--- src/rtl/count_cmd_sequencer_pkg.sv ---
// count_seq_pkg: shared FSM state type, default width and reference shortest-path helper
package count_seq_pkg;
   localparam int DEF_WIDTH = 4;
   typedef enum logic [1:0] {IDLE, STEP, LOAD, CHECK} state_t;
   typedef struct packed {
      logic                 dir;
      logic [DEF_WIDTH-1:0] steps;
   } path_t;
   // Direction and step count from cur to tgt; a half-turn tie goes up.
   function automatic path_t shortest_path(input logic [DEF_WIDTH-1:0] cur, input logic [DEF_WIDTH-1:0] tgt);
      logic [DEF_WIDTH-1:0] diff;
      path_t p;
      diff = tgt - cur;
      p.dir = diff <= (DEF_WIDTH'(1) << (DEF_WIDTH-1));
      p.steps = p.dir ? diff : DEF_WIDTH'(0) - diff;
      return p;
   endfunction
endpackage

--- src/rtl/count_cmd_sequencer_if.sv ---
// count_cmd_sequencer_if: target handshake, counter drive and status bundle; slave = sequencer
interface count_cmd_sequencer_if #(parameter int WIDTH = 4);
   logic             tgt_valid;
   logic             tgt_ready;
   logic [WIDTH-1:0] tgt_value;
   logic             tgt_jump;
   logic             abort;
   logic             cnt_load;
   logic             cnt_up_down;
   logic [WIDTH-1:0] cnt_d_in;
   logic [WIDTH-1:0] cnt_d_out;
   logic             busy;
   logic             done;
   logic             err;
   logic             aborted;
   modport slave (
      input  tgt_valid, tgt_value, tgt_jump, abort, cnt_d_out,
      output tgt_ready, cnt_load, cnt_up_down, cnt_d_in, busy, done, err, aborted
   );
   modport master (
      output tgt_valid, tgt_value, tgt_jump, abort, cnt_d_out,
      input  tgt_ready, cnt_load, cnt_up_down, cnt_d_in, busy, done, err, aborted
   );
endinterface

--- src/rtl/count_cmd_sequencer_path_calc.sv ---
// count_path_calc: modular distance cur->tgt as zero flag, direction (1=up) and step count
module count_path_calc #(parameter int WIDTH = 4) (
   input  logic [WIDTH-1:0] cur,
   input  logic [WIDTH-1:0] tgt,
   output logic             zero,
   output logic             dir,
   output logic [WIDTH-1:0] steps
);
   localparam logic [WIDTH-1:0] HALF = WIDTH'(1) << (WIDTH-1);
   logic [WIDTH-1:0] diff;
   always_comb begin
      diff = tgt - cur;
      zero = diff == '0;
      dir = diff <= HALF;
      steps = dir ? diff : WIDTH'(0) - diff;
   end
endmodule

--- src/rtl/count_cmd_sequencer.sv ---
// count_cmd_sequencer: drives an up/down counter to a requested value by stepping or loading
// Ports: clk, rst (async high); bus (slave modport) carries target handshake, abort,
// counter load/up_down/d_in/d_out and busy/done/err/aborted status.
module count_cmd_sequencer
   import count_seq_pkg::*;
#(parameter int WIDTH = 4) (
   input logic                  clk,
   input logic                  rst,
   count_cmd_sequencer_if.slave bus
);
   state_t           state, nxt;
   logic [WIDTH-1:0] hold_q, tgt_q, steps_q, steps;
   logic             dir_q, dir, zero;
   count_path_calc #(.WIDTH(WIDTH)) u_calc (
      .cur(bus.cnt_d_out), .tgt(bus.tgt_value), .zero(zero), .dir(dir), .steps(steps)
   );
   wire accept = state == IDLE && bus.tgt_valid;
   wire stop = state == STEP && bus.abort;
   always_comb begin
      nxt = state;
      bus.cnt_load = 1'b1;
      bus.cnt_up_down = 1'b0;
      bus.cnt_d_in = hold_q;
      bus.tgt_ready = 1'b0;
      bus.done = 1'b0;
      bus.err = 1'b0;
      bus.aborted = 1'b0;
      case (state)
         IDLE: begin
            bus.tgt_ready = 1'b1;
            if (bus.tgt_valid) nxt = bus.tgt_jump ? LOAD : zero ? CHECK : STEP;
         end
         STEP: begin
            if (bus.abort) begin
               // freeze the counter where it stands
               bus.cnt_d_in = bus.cnt_d_out;
               bus.aborted = 1'b1;
               nxt = IDLE;
            end else begin
               bus.cnt_load = 1'b0;
               bus.cnt_up_down = dir_q;
               if (steps_q == WIDTH'(1)) nxt = CHECK;
            end
         end
         LOAD: begin
            bus.cnt_d_in = tgt_q;
            nxt = CHECK;
         end
         default: begin
            bus.cnt_d_in = tgt_q;
            bus.done = 1'b1;
            bus.err = bus.cnt_d_out != tgt_q;
            nxt = IDLE;
         end
      endcase
   end
   assign bus.busy = state != IDLE;
   always_ff @(posedge clk or posedge rst)
      if (rst) state <= IDLE;
      else state <= nxt;
   always_ff @(posedge clk or posedge rst)
      if (rst) begin
         hold_q <= '0;
         tgt_q <= '0;
         steps_q <= '0;
         dir_q <= 1'b0;
      end else begin
         if (accept) begin
            tgt_q <= bus.tgt_value;
            steps_q <= steps;
            dir_q <= dir;
         end
         if (state == STEP && !bus.abort) steps_q <= steps_q - WIDTH'(1);
         if (stop) hold_q <= bus.cnt_d_out;
         if (state == CHECK) hold_q <= tgt_q;
      end
endmodule
--- src/flat_wrapper.sv ---
// flat-port wrapper written by rule: the top's interface ports become plain ports
module count_cmd_sequencer_flat import count_seq_pkg::*;
#(parameter int WIDTH = 4)
  (clk, rst, bus_tgt_valid, bus_tgt_value, bus_tgt_jump, bus_abort, bus_cnt_d_out, bus_tgt_ready, bus_cnt_load, bus_cnt_up_down, bus_cnt_d_in, bus_busy, bus_done, bus_err, bus_aborted);
  count_cmd_sequencer_if #(.WIDTH(WIDTH)) bus_i ();
  input logic clk;
  input logic rst;
  input wire logic [$bits(bus_i.tgt_valid)-1:0] bus_tgt_valid;
  input wire logic [$bits(bus_i.tgt_value)-1:0] bus_tgt_value;
  input wire logic [$bits(bus_i.tgt_jump)-1:0] bus_tgt_jump;
  input wire logic [$bits(bus_i.abort)-1:0] bus_abort;
  input wire logic [$bits(bus_i.cnt_d_out)-1:0] bus_cnt_d_out;
  output wire logic [$bits(bus_i.tgt_ready)-1:0] bus_tgt_ready;
  output wire logic [$bits(bus_i.cnt_load)-1:0] bus_cnt_load;
  output wire logic [$bits(bus_i.cnt_up_down)-1:0] bus_cnt_up_down;
  output wire logic [$bits(bus_i.cnt_d_in)-1:0] bus_cnt_d_in;
  output wire logic [$bits(bus_i.busy)-1:0] bus_busy;
  output wire logic [$bits(bus_i.done)-1:0] bus_done;
  output wire logic [$bits(bus_i.err)-1:0] bus_err;
  output wire logic [$bits(bus_i.aborted)-1:0] bus_aborted;
  assign bus_i.tgt_valid = bus_tgt_valid;
  assign bus_i.tgt_value = bus_tgt_value;
  assign bus_i.tgt_jump = bus_tgt_jump;
  assign bus_i.abort = bus_abort;
  assign bus_i.cnt_d_out = bus_cnt_d_out;
  assign bus_tgt_ready = bus_i.tgt_ready;
  assign bus_cnt_load = bus_i.cnt_load;
  assign bus_cnt_up_down = bus_i.cnt_up_down;
  assign bus_cnt_d_in = bus_i.cnt_d_in;
  assign bus_busy = bus_i.busy;
  assign bus_done = bus_i.done;
  assign bus_err = bus_i.err;
  assign bus_aborted = bus_i.aborted;
  count_cmd_sequencer #(.WIDTH(WIDTH)) u_core (.clk(clk), .rst(rst), .bus(bus_i));
endmodule
--- config.mk ---
export PLATFORM = sky130hd
export DESIGN_NAME = count_cmd_sequencer_flat
export DESIGN_NICKNAME = d
export VERILOG_FILES = /design/src/rtl/count_cmd_sequencer_pkg.sv /design/src/rtl/count_cmd_sequencer_if.sv /design/src/rtl/count_cmd_sequencer_path_calc.sv /design/src/rtl/count_cmd_sequencer.sv /design/src/flat_wrapper.sv
export SDC_FILE = /design/constraint.sdc
export NUM_CORES = 1
export LEC_CHECK = 0
export CAP_MARGIN = 5
export CORE_UTILIZATION = 50
export CTS_CLUSTER_DIAMETER = 150
export DETAILED_ROUTE_END_ITERATION = 12
export GPL_ROUTABILITY_DRIVEN = 0
export PLACE_DENSITY = 0.85
export SLEW_MARGIN = 20
export SYNTH_ARGS = -nofsm -noshare
export SYNTH_HDL_FRONTEND = slang
export SYNTH_SLANG_ARGS = --single-unit
--- constraint.sdc ---
create_clock -name clk -period 4.8 [get_ports clk]
set_input_delay 0.96 -clock clk [delete_from_list [all_inputs] [get_ports clk]]
set_output_delay 0.96 -clock clk [all_outputs]
set_load 0.01 [all_outputs]
Word-level counts from Yosys, hierarchy flattened
Cells that the tools add are included.

word-level totals
  flip-flop bits (word level) = 15
  output and inout port bits = 11
  word-level logic and storage cells = 48

operators by class
  add/sub/neg operators = 3
  magnitude comparators = 1
  equality and inequality tests = 7
  mux-type cells = 21
  reduce and logical (&&, ||, !) cells = 11

operators by type and width
  cell                                                                count
  4-bit two-way mux                                                   6
  2-bit two-way mux                                                   5
  1-bit two-way mux                                                   8
  4-bit case mux with 2 select lines                                  1
  2-bit case mux with 3 select lines                                  1
  2-bit nonzero test                                                  3
  2-bit == test, second input constant                                2
  4-bit by 1-bit == test with 1-bit output, second input constant     1
  4-bit <= comparator, second input constant                          1
  4-bit zero test                                                     1
  4-bit inequality test                                               1
  1-bit by 4-bit subtractor with 4-bit output, first input constant   1
  4-bit by 1-bit subtractor with 4-bit output, second input constant  1
  4-bit subtractor                                                    1
  1-bit logical AND                                                   3
  3-bit inequality test, second input constant                        1
  3-bit OR reduction                                                  1
  2-bit by 1-bit == test with 1-bit output, second input constant     1
  2-bit zero test                                                     1
  2-bit inequality test, second input constant                        1
  2-bit AND reduction                                                 1
  1-bit zero test                                                     1

Depth between registers and ports, before layout
  depth in word-level cells = 6
  depth in mapped cells = 7
  gate-level depth less buffers = 7

Hierarchy
Synthesis repeated with hierarchy kept, for this count alone.

second synthesis, totals
  cells, all modules = 114
  area total of the unflattened synthesis = 1171.1 µm²

modules (own cells, without submodules)
  module               instances  cells an instance  area each (µm²)
  count_cmd_sequencer  1          80                 904.6
  count_path_calc      1          34                 266.5

Worst setup path before layout
OpenSTA, ideal clock, no wires.

  path kind = input port to output port
  start point = in bus_abort
  end point = out bus_cnt_d_in[1]
  data arrival time = 1.870 ns
  required time = 3.840 ns
  setup slack = 1.970 ns
  stages on the path = 4
  path buffers = 1
  path through = clkbuf_1 nand2_1 mux2i_1 o21ai_0

between the ends
  word-level cells in the longest chain between the ends = 2

RTL lines
  what                                RTL line                   text
  start, declared                     flat_wrapper.sv:11         input wire logic [$bits(bus_i.abort)-1:0] bus_abort;
  4-bit two-way mux                   count_cmd_sequencer.sv:34  if (bus.abort) begin
  4-bit case mux with 2 select lines  count_cmd_sequencer.sv:28  case (state)
  end, declared                       flat_wrapper.sv:16         output wire logic [$bits(bus_i.cnt_d_in)-1:0] bus_cnt_d_in;

No other way between the ends.

Worst setup path after layout
  start point = in bus_abort
  end point = out bus_cnt_d_in[2]

Same word-level chain as after synthesis.

==> flow_metrics.tcl <==
set metrics [dict create \
    drt_iter0_markers 23 \
    ys_seq_area_share_pct 34.6 \
    outcome "finished clean" \
    num_io_pins 24 \
    drt_pass1_iterations 4 \
    setup_viol 0 \
    ant_nets 0 \
    synth_fa_ha_area_share_pct 8.76 \
    cts-root-buf "clkbuf_4" \
    crit_required_ns 3.84 \
    syn_area_mm2 0.00109 \
    grt_start_max_net_pins 19 \
    synthXorXnorAreaFrac_pct 5.65 \
    cp.arrival_ns 2.80 \
    path_clk_slew_ns 0.09 \
    register_area_um2 375 \
    vias 1045 \
    relSlewSlack_pct 35.6 \
    synth_area_leaders "dfrtp_1 (35%), ha_1 (6.9%), nand2_1 (6.6%)" \
    yosys-top-cells-count "nand2_1 (19), dfrtp_1 (15), a21oi_1 (11), inv_1 (11), o21ai_0 (9)" \
    grt_pass1_vias 979 \
    clock_skew_ns 0.00186 \
    die-area_mm2 0.00236 \
    layout-drive-gt1-share_pct 5.33 \
    p_leak_nw 0.603 \
    power.share.switching_pct 42.8 \
    clk_latency_ns 0.29 \
    antenna_found_initial 0 \
    grt_use_total_pct 23.8 \
    switchingPower_mw 0.325 \
    routed_wl_um 2530 \
    die-width_um 48.6 \
    drt-vias-per-instance 5.90 \
    avgSynthCellArea_um2 8.42 \
    start_util_pct 54.3 \
    core_mm2 0.00200 \
    overflow 0 \
    cts_resized 0 \
    synth_seq_cells 15 \
    dpl.hpwl_um 1950 \
    synth_cell_types 33 \
    pwr-share-comb_pct 53.7 \
    power.share.clock_pct 10.0 \
    multiInputGateArea_um2 636 \
    cts_tree "built" \
    dpl_worst_slack_ns 1.07 \
    period_needed_ns 3.76 \
    synth_top_family_by_area "compound AO/OA/AOI/OAI gates" \
    worstSetupPathType "input pin to primary output" \
    synthFlopType "dfrtp_1" \
    max_cap_viol_count 0 \
    clockBufferDepth 2 \
    setup_slack_ns 1.04 \
    yosys.area_share.simple_pct 19.2 \
    worst_pin_slew_ns 0.965 \
    synth_top_area_share_pct 34.6 \
    endpoint_kind "primary output" \
    synth_fp_nets 149 \
    start_kind "input pin" \
    synthCells 129 \
    wl_per_cell_um 14.3 \
    synthMuxAreaShare_pct 4.72 \
    ir_drop_v 0.000272 \
    slew_viol_final 0 \
    io_buffers 23 \
    cts.sinks 15 \
    layout.filler_cells 165 \
    clock.fmax_mhz 266 \
    min_path_type "flip-flop to flip-flop" \
    finalCritPeriodShare_pct 78.3 \
    power_density_mw_per_mm2 563 \
    grt_pass1_wl_um 4370 \
    fin_nets 171 \
    rsz0062_at_grt "no" \
    cts_setup_buffers 0 \
    antenna_cells 0 \
    synth_compound_area_share_pct 20.2 \
    hold_viol 0 \
    die_y_um 48.6 \
    intPower_mw 0.434 \
    synth_most_common_cell "nand2_1" \
    cts_buffers 3 \
    rows 16 \
    synth_edf_count 0 \
    async_reset_ff_share_pct 100 \
    setup_tns_ns 0 \
    yosys.area.top_type "dfrtp_1" \
    postCtsHoldBufs 0 \
    areaGrowthSynthToFinish_pct 24.0 \
    critical_path.max_fanout 8 \
    drc 0 \
    ys_warn_count 0 \
    p_seq_share_pct 36.4 \
    h-tree-depth 1 \
]
## power by group through the flow
stage | clock network (mW) | registers (mW) | logic, mW
finish | 0.0756 | 0.276 | 0.407
global route | 0.0823 | 0.288 | 0.451
CTS | 0.0751 | 0.274 | 0.407
detailed placement | 0 | 0.277 | 0.404
global placement | 0 | 0.271 | 0.387
floorplan | 0 | 0.233 | 0.285
## cell families (layout without fill, tap and decap cells)
group	Yosys count	in the layout
flops	15	15
simple gates	41	41
fa+ha+maj	7	7
buf+inv	18	39
compound gates	36	36
xor+xnor	7	7
mux	5	5
## path summary, 6_finish.rpt
path	startpoint	endpoint	slack [ns]	cells past startpoint
worst max-delay path	bus_abort	bus_cnt_d_in[2]	1.04	5
worst min-delay path	u_core.dir_q$_DFFE_PP0P_	u_core.dir_q$_DFFE_PP0P_	0.51	2
worst max register to register	u_core.state[1]$_DFFE_PP0P_	u_core.steps_q[2]$_DFFE_PP0P_	2.75	4
worst min register to register	u_core.dir_q$_DFFE_PP0P_	u_core.dir_q$_DFFE_PP0P_	0.51	2
max in group asynchronous	rst	u_core.steps_q[0]$_DFFE_PP0P_	3.43	2
min in group asynchronous	rst	u_core.hold_q[0]$_DFFE_PP0P_	1.01	2
## critical path, cell delays in order
cell and delay, ns:
clkdlybuf4s50_1 0.64, nand2_1 0.29, mux2i_1 0.19, o21ai_0 0.17, clkdlybuf4s50_1 0.56
## routing by layer
| layer | vias up | track usage [%] | routed length [um] |
|---|---|---|---|
| met2 | 30 | 40.7 | 1280 |
| li1 | 505 | - | - |
| met5 | - | 0 | 0 |
| met1 | 504 | 29.7 | 1100 |
| met3 | 6 | 2.83 | 100 |
| met4 | 0 | 11.3 | 46 |
## cell type report
| cell class | count | share of cell area, % |
|---|---|---|
| well taps | 27 | 2.51 |
| inverters | 12 | 3.35 |
| clock buffers | 4 | 1.95 |
| flip-flops and latches | 15 | 27.9 |
| repair buffers | 23 | 17.1 |
| multi-input cells | 96 | 47.2 |
## stage by stage
stage | hold slack, ns | instance area [um^2] | power, mW | util [%] | instances
final | 0.506 | 1350 | 0.758 | 67.3 | 177
after global routing | 0.538 | 1350 | 0.821 | 67.3 | 177
after CTS | 0.505 | 1350 | 0.757 | 67.3 | 177
after detailed placement | 0.485 | 1320 | 0.681 | 65.9 | 173
after global placement | 0.459 | 1320 | 0.658 | 65.9 | 173
after floorplan | 0.442 | 1090 | 0.518 | - | 129
## cells in the final DEF, fill, tap and decap left out
cell type        netlist  layout
nand2_1               19      19
and3_4                 1       1
or4_1                  2       2
clkbuf_1               5       1
mux2_2                 1       1
a31o_1                 1       1
a21oi_1               11      11
nor2_1                 5       5
xor2_1                 2       2
mux2i_1                4       4
nand3b_1               1       1
clkbuf_4               0       3
clkdlybuf4s50_1        0      23
o22ai_1                7       7
o31ai_1                2       2
o311a_2                1       1
and2_1                 2       2
a221oi_1               2       2
nor4_1                 3       3
inv_2                  1       1
fa_1                   1       1
dfrtp_1               15      15
nor3_1                 3       3
o21ai_0                9       9
a22o_1                 1       1
xnor2_1                5       5
a41oi_1                1       1
or3b_1                 1       1
ha_1                   6       6
nor3b_1                1       1
o21ai_1                1       1
nand3_1                2       2
inv_1                 11      11
nor3b_2                1       1
## flip-flops by register name, indices dropped and copies added, names as in the netlist
register,flops
u_core.steps_q,4
u_core.tgt_q,4
u_core.hold_q,4
u_core.state,2
u_core.dir_q,1
No activity file was read; power rests on OpenSTA's default activity.
